$ cat config.mk
export PLATFORM = sky130hd
export DESIGN_NAME = seg_scan_driver
export DESIGN_NICKNAME = d
export VERILOG_FILES = /design/src/rtl/seg_pkg.sv /design/src/rtl/seg_slot_timer.sv /design/src/rtl/seg_scan_driver.sv
export SDC_FILE = /design/constraint.sdc
export NUM_CORES = 1
export LEC_CHECK = 0
export CAP_MARGIN = 0
export CORE_MARGIN = 8
export CORE_UTILIZATION = 50
export DETAILED_ROUTE_END_ITERATION = 8
export PLACE_DENSITY = 0.81
export SETUP_SLACK_MARGIN = 0.5
export SLEW_MARGIN = 40
export SYNTH_ARGS = -nofsm -noshare
export SYNTH_HDL_FRONTEND = slang
export SYNTH_SLANG_ARGS = --single-unit
$ cat constraint.sdc
create_clock -name clk -period 5.2 [get_ports clk]
set_clock_uncertainty 0.1 [all_clocks]
set_input_delay 1.04 -clock clk [delete_from_list [all_inputs] [get_ports clk]]
set_output_delay 1.04 -clock clk [all_outputs]
set_load 0.02 [all_outputs]
$ cat src/rtl/seg_pkg.sv
// Shared constants, snapshot record and helpers for the 7-segment scan driver.
package seg_pkg;

  // Active-low segment patterns.
  localparam logic [6:0] SEG_BLANK   = 7'h7F;
  localparam logic [6:0] SEG_DASH    = 7'b0111111;

  // Widest supported digit-enable bus, all digits off (active-low).
  localparam int unsigned MAX_DIGITS = 8;
  localparam logic [MAX_DIGITS-1:0] SEG_DIG_OFF = '1;

  // Everything the output stage needs for one slot, frozen at slot start.
  typedef struct packed {
    logic [6:0] pattern;
    logic       dp;
    logic       blink;
    logic [3:0] bright;
  } slot_snap_t;

  localparam slot_snap_t SNAP_BLANK = '{
    pattern: SEG_BLANK,
    dp:      1'b0,
    blink:   1'b0,
    bright:  4'd0
  };

  // Slot index width: at least one bit even for tiny digit counts.
  function automatic int unsigned slot_width(input int unsigned n);
    return (n > 2) ? $clog2(n) : 1;
  endfunction

  // A digit is lit while the PWM phase is within its duty level and it is
  // not being blanked by the blink phase.
  function automatic logic seg_lit(input logic [3:0] phase,
                                   input slot_snap_t snap,
                                   input logic blink_off);
    return (phase <= snap.bright) && !(blink_off && snap.blink);
  endfunction

endpackage

$ cat src/rtl/seg_slot_timer.sv
// Scan timebase: slot prescaler, slot index, frame counter, blink phase and
// the end-of-frame pulse.
module seg_slot_timer
  import seg_pkg::*;
#(
  parameter int unsigned NUM_DIGITS = 4,
  parameter int unsigned SLOT_LOG2  = 16,
  parameter int unsigned BLINK_LOG2 = 8
) (
  input  logic                                clk,
  input  logic                                rst_n,
  input  logic                                en,
  output logic                                pre_zero,
  output logic [3:0]                          phase,
  output logic [slot_width(NUM_DIGITS)-1:0]   slot,
  output logic                                blink_off,
  output logic                                frame_tick
);

  localparam int unsigned SLOT_W      = slot_width(NUM_DIGITS);
  localparam int unsigned FRM_W       = BLINK_LOG2 + 1;
  localparam int unsigned SLOT_LAST_I = NUM_DIGITS - 1;
  localparam int unsigned FRM_LAST_I  = (32'd1 << BLINK_LOG2) - 32'd1;
  localparam logic [SLOT_W-1:0] SLOT_LAST = SLOT_LAST_I[SLOT_W-1:0];
  localparam logic [FRM_W-1:0]  FRM_LAST  = FRM_LAST_I[FRM_W-1:0];

  logic [SLOT_LOG2-1:0] pre_q,   pre_d;
  logic [SLOT_W-1:0]    slot_q,  slot_d;
  logic [FRM_W-1:0]     frm_q,   frm_d;
  logic                 blink_q, blink_d;
  logic                 tick_q,  tick_d;
  logic                 pre_max;

  assign pre_max = &pre_q;

  // Next-state: prescaler wrap advances the slot, slot wrap closes a frame,
  // frame-counter wrap flips the blink phase; disable parks everything at 0.
  always_comb begin
    pre_d   = pre_q;
    slot_d  = slot_q;
    frm_d   = frm_q;
    blink_d = blink_q;
    tick_d  = 1'b0;
    if (!en) begin
      pre_d  = '0;
      slot_d = '0;
      frm_d  = '0;
    end else begin
      pre_d = pre_q + SLOT_LOG2'(1);
      if (pre_max) begin
        if (slot_q == SLOT_LAST) begin
          slot_d = '0;
          tick_d = 1'b1;
          if (frm_q == FRM_LAST) begin
            frm_d   = '0;
            blink_d = ~blink_q;
          end else begin
            frm_d = frm_q + FRM_W'(1);
          end
        end else begin
          slot_d = slot_q + SLOT_W'(1);
        end
      end
    end
  end

  // Timebase registers with synchronous active-low reset.
  always_ff @(posedge clk) begin
    if (!rst_n) begin
      pre_q   <= '0;
      slot_q  <= '0;
      frm_q   <= '0;
      blink_q <= 1'b0;
      tick_q  <= 1'b0;
    end else begin
      pre_q   <= pre_d;
      slot_q  <= slot_d;
      frm_q   <= frm_d;
      blink_q <= blink_d;
      tick_q  <= tick_d;
    end
  end

  assign pre_zero   = (pre_q == '0);
  assign phase      = pre_q[SLOT_LOG2-1 -: 4];
  assign slot       = slot_q;
  assign blink_off  = blink_q;
  assign frame_tick = tick_q;

endmodule

$ cat src/rtl/seg_scan_driver.sv
// Time-multiplexed common-anode 7-segment driver: per-slot input snapshot,
// brightness PWM, per-digit blink and registered pin outputs.
module seg_scan_driver
  import seg_pkg::*;
#(
  parameter int unsigned NUM_DIGITS = 4,
  parameter int unsigned SLOT_LOG2  = 16,
  parameter int unsigned BLINK_LOG2 = 8
) (
  input  logic                      clk,
  input  logic                      rst_n,
  input  logic                      en,
  input  logic [7*NUM_DIGITS-1:0]   seg_in,
  input  logic [NUM_DIGITS-1:0]     dp_in,
  input  logic [NUM_DIGITS-1:0]     blink_mask,
  input  logic [3:0]                brightness,
  output logic [NUM_DIGITS-1:0]     digit_sel,
  output logic [6:0]                display,
  output logic                      dp_out,
  output logic                      frame_tick
);

  localparam int unsigned SLOT_W = slot_width(NUM_DIGITS);

  if (NUM_DIGITS < 2 || NUM_DIGITS > MAX_DIGITS) begin : g_bad_digits
    $error("seg_scan_driver: NUM_DIGITS must be within 2..8");
  end
  if (SLOT_LOG2 < 4 || SLOT_LOG2 > 24) begin : g_bad_slot
    $error("seg_scan_driver: SLOT_LOG2 must be within 4..24");
  end
  if (BLINK_LOG2 > 12) begin : g_bad_blink
    $error("seg_scan_driver: BLINK_LOG2 must be within 0..12");
  end

  logic              pre_zero;
  logic [3:0]        phase;
  logic [SLOT_W-1:0] slot;
  logic              blink_off;

  seg_slot_timer #(
    .NUM_DIGITS (NUM_DIGITS),
    .SLOT_LOG2  (SLOT_LOG2),
    .BLINK_LOG2 (BLINK_LOG2)
  ) u_timer (
    .clk        (clk),
    .rst_n      (rst_n),
    .en         (en),
    .pre_zero   (pre_zero),
    .phase      (phase),
    .slot       (slot),
    .blink_off  (blink_off),
    .frame_tick (frame_tick)
  );

  slot_snap_t                live_snap;
  slot_snap_t                snap_q, snap_d;
  logic                      lit;
  logic [NUM_DIGITS-1:0]     digit_sel_q, digit_sel_d;
  logic [6:0]                display_q,   display_d;
  logic                      dp_q,        dp_d;

  // Select the live inputs belonging to the current slot.
  always_comb begin
    live_snap        = SNAP_BLANK;
    live_snap.bright = brightness;
    for (int unsigned k = 0; k < NUM_DIGITS; k++) begin
      if (slot == SLOT_W'(k)) begin
        live_snap.pattern = seg_in[7*k +: 7];
        live_snap.dp      = dp_in[k];
        live_snap.blink   = blink_mask[k];
      end
    end
  end

  // The snapshot register only loads at slot start, but the output stage
  // reads snap_d so the first cycle of a slot already uses the fresh values
  // and the pin latency stays at exactly one cycle.
  always_comb begin
    snap_d = pre_zero ? live_snap : snap_q;
    lit    = en && seg_lit(phase, snap_d, blink_off);
  end

  // Pin values for the next cycle: one active-low digit when lit, blank otherwise.
  always_comb begin
    digit_sel_d = SEG_DIG_OFF[NUM_DIGITS-1:0];
    display_d   = SEG_BLANK;
    dp_d        = 1'b1;
    if (lit) begin
      for (int unsigned k = 0; k < NUM_DIGITS; k++) begin
        if (slot == SLOT_W'(k)) begin
          digit_sel_d[k] = 1'b0;
        end
      end
      display_d = snap_d.pattern;
      dp_d      = ~snap_d.dp;
    end
  end

  // Snapshot and output registers with synchronous active-low reset.
  always_ff @(posedge clk) begin
    if (!rst_n) begin
      snap_q      <= SNAP_BLANK;
      digit_sel_q <= SEG_DIG_OFF[NUM_DIGITS-1:0];
      display_q   <= SEG_BLANK;
      dp_q        <= 1'b1;
    end else begin
      snap_q      <= snap_d;
      digit_sel_q <= digit_sel_d;
      display_q   <= display_d;
      dp_q        <= dp_d;
    end
  end

  assign digit_sel = digit_sel_q;
  assign display   = display_q;
  assign dp_out    = dp_q;

endmodule

==> flow_summary.toml <==
[outcome]
status = "finished clean"

[global_route]
grt_start_max_net_pins = 26
via_count_of_the_first_global_routing_pass = 2218
grt_first_pass_wirelength_um = 10100
number_of_antenna_violations_at_the_first_check_in_global_routing = 0
track_usage_pct = 16.0
remaining_overflow_grt = 0

[synthesis]
yosys_register_bits = 54
synth.distinct_cells = 44
synth_enable_flop_cells = 0
yosys_most_used_dff = "sky130_fd_sc_hd__dfxtp_1"
yosys.area.top_type_share_pct = 41.5
sequential_cell_area_fraction_in_the_yosys_report_pct = 41.5
avgSynthCellArea_um2 = 8.46
synth_async_sr_flop_share_pct = 0
synthDominantAreaCellType = "sky130_fd_sc_hd__dfxtp_1"
synth.cell_area_um2 = 2600
syn-instance-count = 308
synth.top_cells.by_area = "sky130_fd_sc_hd__dfxtp_1 (41%), sky130_fd_sc_hd__ha_1 (5.3%), sky130_fd_sc_hd__o21ai_0 (5.2%)"
postSynthNetCount = 362
count_of_warnings_emitted_by_yosys = 0

[critical_path]
timing.rr.start = "u_timer.pre_q[0]$_SDFF_PN0_"
worst_setup_path_end_kind = "flop"
timing.rr.end = "display[2]$_SDFF_PN1_"
cpLargestDelayFamily = "simple AND/OR/NAND/NOR gates"
worst-endpoint-required_ns = 5.27
crit_path_max_incr_delay_ns = 0.70
crit_slowest_cell = "sky130_fd_sc_hd__and4_1"
critical_path_arrival_ns = 3.15
critical_path_cell_count = 12
timing.critical_path.fanout_max = 19
critical_path.startpoint_type = "flop"
worstSetupPathType = "reg -> reg"
worst-r2r-cell-count = 12
reg2reg_slack_ns = 2.12
crit_end = "display[2]$_SDFF_PN1_"
critPathLaunch = "u_timer.pre_q[0]$_SDFF_PN0_"
cp_num_buf_inv = 2
cp_cell_sequence = "inv_1 > ha_1 > nor4b_1 > and4_1 > nand2_1 > nand2_1 > ha_1 > inv_1 > a21oi_1 > o21ai_0 > a21oi_2 > o21ai_0"

[power]
report.power.total_w = 0.000801
power_per_cell_area_nw_per_um2 = 243
share_clk_of_total_power_pct = 34.7
switching_power_w = 0.000181
ir_drop_mv = 0.150
power_report.internal_total_w = 0.000620
leakage_nw = 1.22
share_of_total_power_in_combinational_logic_pct = 11.5
p_sw_share_pct = 22.6
seq_power_share_pct = 53.7

[sta]
setup-tns-final_ns = 0
rsz0062_at_grt = "false"
setup_viol = 0
maxSlewViolCount = 0
min_period_over_period_pct = 59.2
fmax_ghz = 0.325
slew-limit-headroom_pct = 47.9
final_hold_viol_count = 0
shortest_period_the_worst_path_allows_ns = 3.08
worst_pin_slew_ns = 0.782

[final_layout]
drive_gt1_share_pct = 5.04
synthToLayoutAreaGrowth_pct = 26.4
antenna_cells = 0
layout.cells.most_common = "sky130_fd_sc_hd__clkdlybuf4s50_1"
nets = 410
commonest_cells_after_routing_fill_and_taps_aside = "sky130_fd_sc_hd__clkdlybuf4s50_1 (55), sky130_fd_sc_hd__dfxtp_1 (54), sky130_fd_sc_hd__nor2_1 (33)"

[cts]
cts_hold_buffers = 0
insertion_delay_ns = 0.31
tritoncts = "yes"
cts_num_sinks = 54
cts_root_buf = "sky130_fd_sc_hd__clkbuf_8"
cts.reportedPaths.clkPinSlew_ns = 0.10
numCtsBuffers = 5
cts_setup_buffers = 0
ctsResizeCount = 0
cts_htree_levels = 2
clock_path_buffers = 2

[routing]
route.detailed.vias_per_inst = 5.47
wl_per_cell_um = 14.5
first_iter_violations = 106
detail_route.drc_violations = 0
dr.pass1.iters = 4
detail_route.wirelength_um = 6210
drtAntennaViolNets = 0
dr_total_vias = 2337

[hold_path]
hp-start = "u_timer.frm_q[8]$_SDFFE_PN0P_"
holdCritPathClass = "reg -> reg"

[die]
dieArea_um2 = 7780
starting_density_of_the_core_pct = 51.3
rows = 26
die-height_um = 88.2
horizontal_die_dimension_um = 88.2
io_pins = 56
core_area_um2 = 5070

[flow_run]
cap_violations = 0

[place]
gpl.final_weighted_congestion = 0.808
port-buffer-count = 55
place_hpwl_um = 4650
[layout make-up]
type	instances	area, um^2
multi-input combinational	226	1410
timing repair buffer	56	558
inverter	13	48.8
sequential	54	1080
fill	456	1780
clock inverter	2	37.5
clock buffer	6	72.6
tap	70	87.6
[registers in the layout, summed over array words and instances, names as in the netlist]
name                cells
display                 7
snap_q                 13
u_timer.slot            2
u_timer.blink_off       1
u_timer.frame_tick      1
dp_out                  1
digit_sel               4
u_timer.frm_q           9
u_timer.pre_q          16
[worst register-to-register path: cells and delay by family, from the launching register on]
kind / cells / cell delay [ns]
adders and majority gates: 2 / 0.29
AOI/OAI and AO/OA: 4 / 0.85
and+or+nand+nor: 4 / 1.24
buffers and inverters: 2 / 0.11
DFF: 1 / 0.36
[worst min-delay path by stage]
stage,endpoint,cells after the start
2_1_floorplan,u_timer.frm_q[8]$_SDFFE_PN0P_,1
3_3_place_gp,u_timer.frm_q[8]$_SDFFE_PN0P_,1
3_5_place_dp,u_timer.frm_q[8]$_SDFFE_PN0P_,1
4_1_cts,u_timer.frm_q[8]$_SDFFE_PN0P_,1
5_1_grt,u_timer.frm_q[8]$_SDFFE_PN0P_,1
6_report,u_timer.frm_q[8]$_SDFFE_PN0P_,1
[synthesized netlist by cell type (3+ instances only)]
cell / instances
sky130_fd_sc_hd__or3_1: 4
sky130_fd_sc_hd__o22ai_1: 6
sky130_fd_sc_hd__clkbuf_1: 10
sky130_fd_sc_hd__dfxtp_1: 54
sky130_fd_sc_hd__ha_1: 11
sky130_fd_sc_hd__inv_1: 13
sky130_fd_sc_hd__a21oi_1: 14
sky130_fd_sc_hd__nor2b_1: 5
sky130_fd_sc_hd__nand3_1: 17
sky130_fd_sc_hd__xor2_1: 10
sky130_fd_sc_hd__a22oi_1: 7
sky130_fd_sc_hd__and3_1: 3
sky130_fd_sc_hd__nor3_1: 19
sky130_fd_sc_hd__nand2_1: 20
sky130_fd_sc_hd__buf_2: 3
sky130_fd_sc_hd__nor2_1: 33
sky130_fd_sc_hd__nand4_1: 6
sky130_fd_sc_hd__and2_1: 4
sky130_fd_sc_hd__xnor2_1: 5
sky130_fd_sc_hd__o21ai_0: 27
sky130_fd_sc_hd__mux2i_1: 6
[power groups by stage]
stage                     clock network (W)   logic, W  registers [W]
after global routing               0.000297   0.000101       0.000432
final                              0.000278  0.0000925       0.000430
after global placement                    0  0.0000896       0.000439
after floorplan                           0  0.0000386       0.000443
after CTS                          0.000282  0.0000921       0.000430
after detailed placement                  0  0.0000918       0.000440
[layer usage]
| metal | up-vias | track usage (%) | routed length (um) |
|---|---|---|---|
| met1 | 1093 | 18.6 | 2680 |
| met3 | 5 | 4.88 | 494 |
| li1 | 1179 | - | - |
| met2 | 60 | 27.4 | 2990 |
| met4 | 0 | 4.61 | 44 |
| met5 | - | 0 | 0 |
[stage by stage]
stage	instance area (um^2)	hold slack (ns)	worst slack, ns	std cells	utilization (%)
final	3290	0.353	2.12	427	64.9
after detailed placement	3180	0.342	1.37	419	62.6
after CTS	3290	0.355	1.70	427	64.7
after floorplan	2610	0.328	2.67	308	-
after global placement	3180	0.336	1.45	419	62.6
after global routing	3290	0.366	1.75	427	64.9
[cells by family (layout without fill, tap and decap cells)]
family / Yosys count / after routing / synth area share, %
buffers and inverters: 28 / 77 / 4.76
and+or+nand+nor: 130 / 130 / 26.6
adders and majority gates: 11 / 11 / 5.28
xor gates and xnor gates: 15 / 15 / 5.04
muxes: 6 / 6 / 2.31
DFF: 54 / 54 / 41.5
AOI/OAI and AO/OA: 64 / 64 / 14.6
Note: power is estimated with default switching activity, not from simulation.
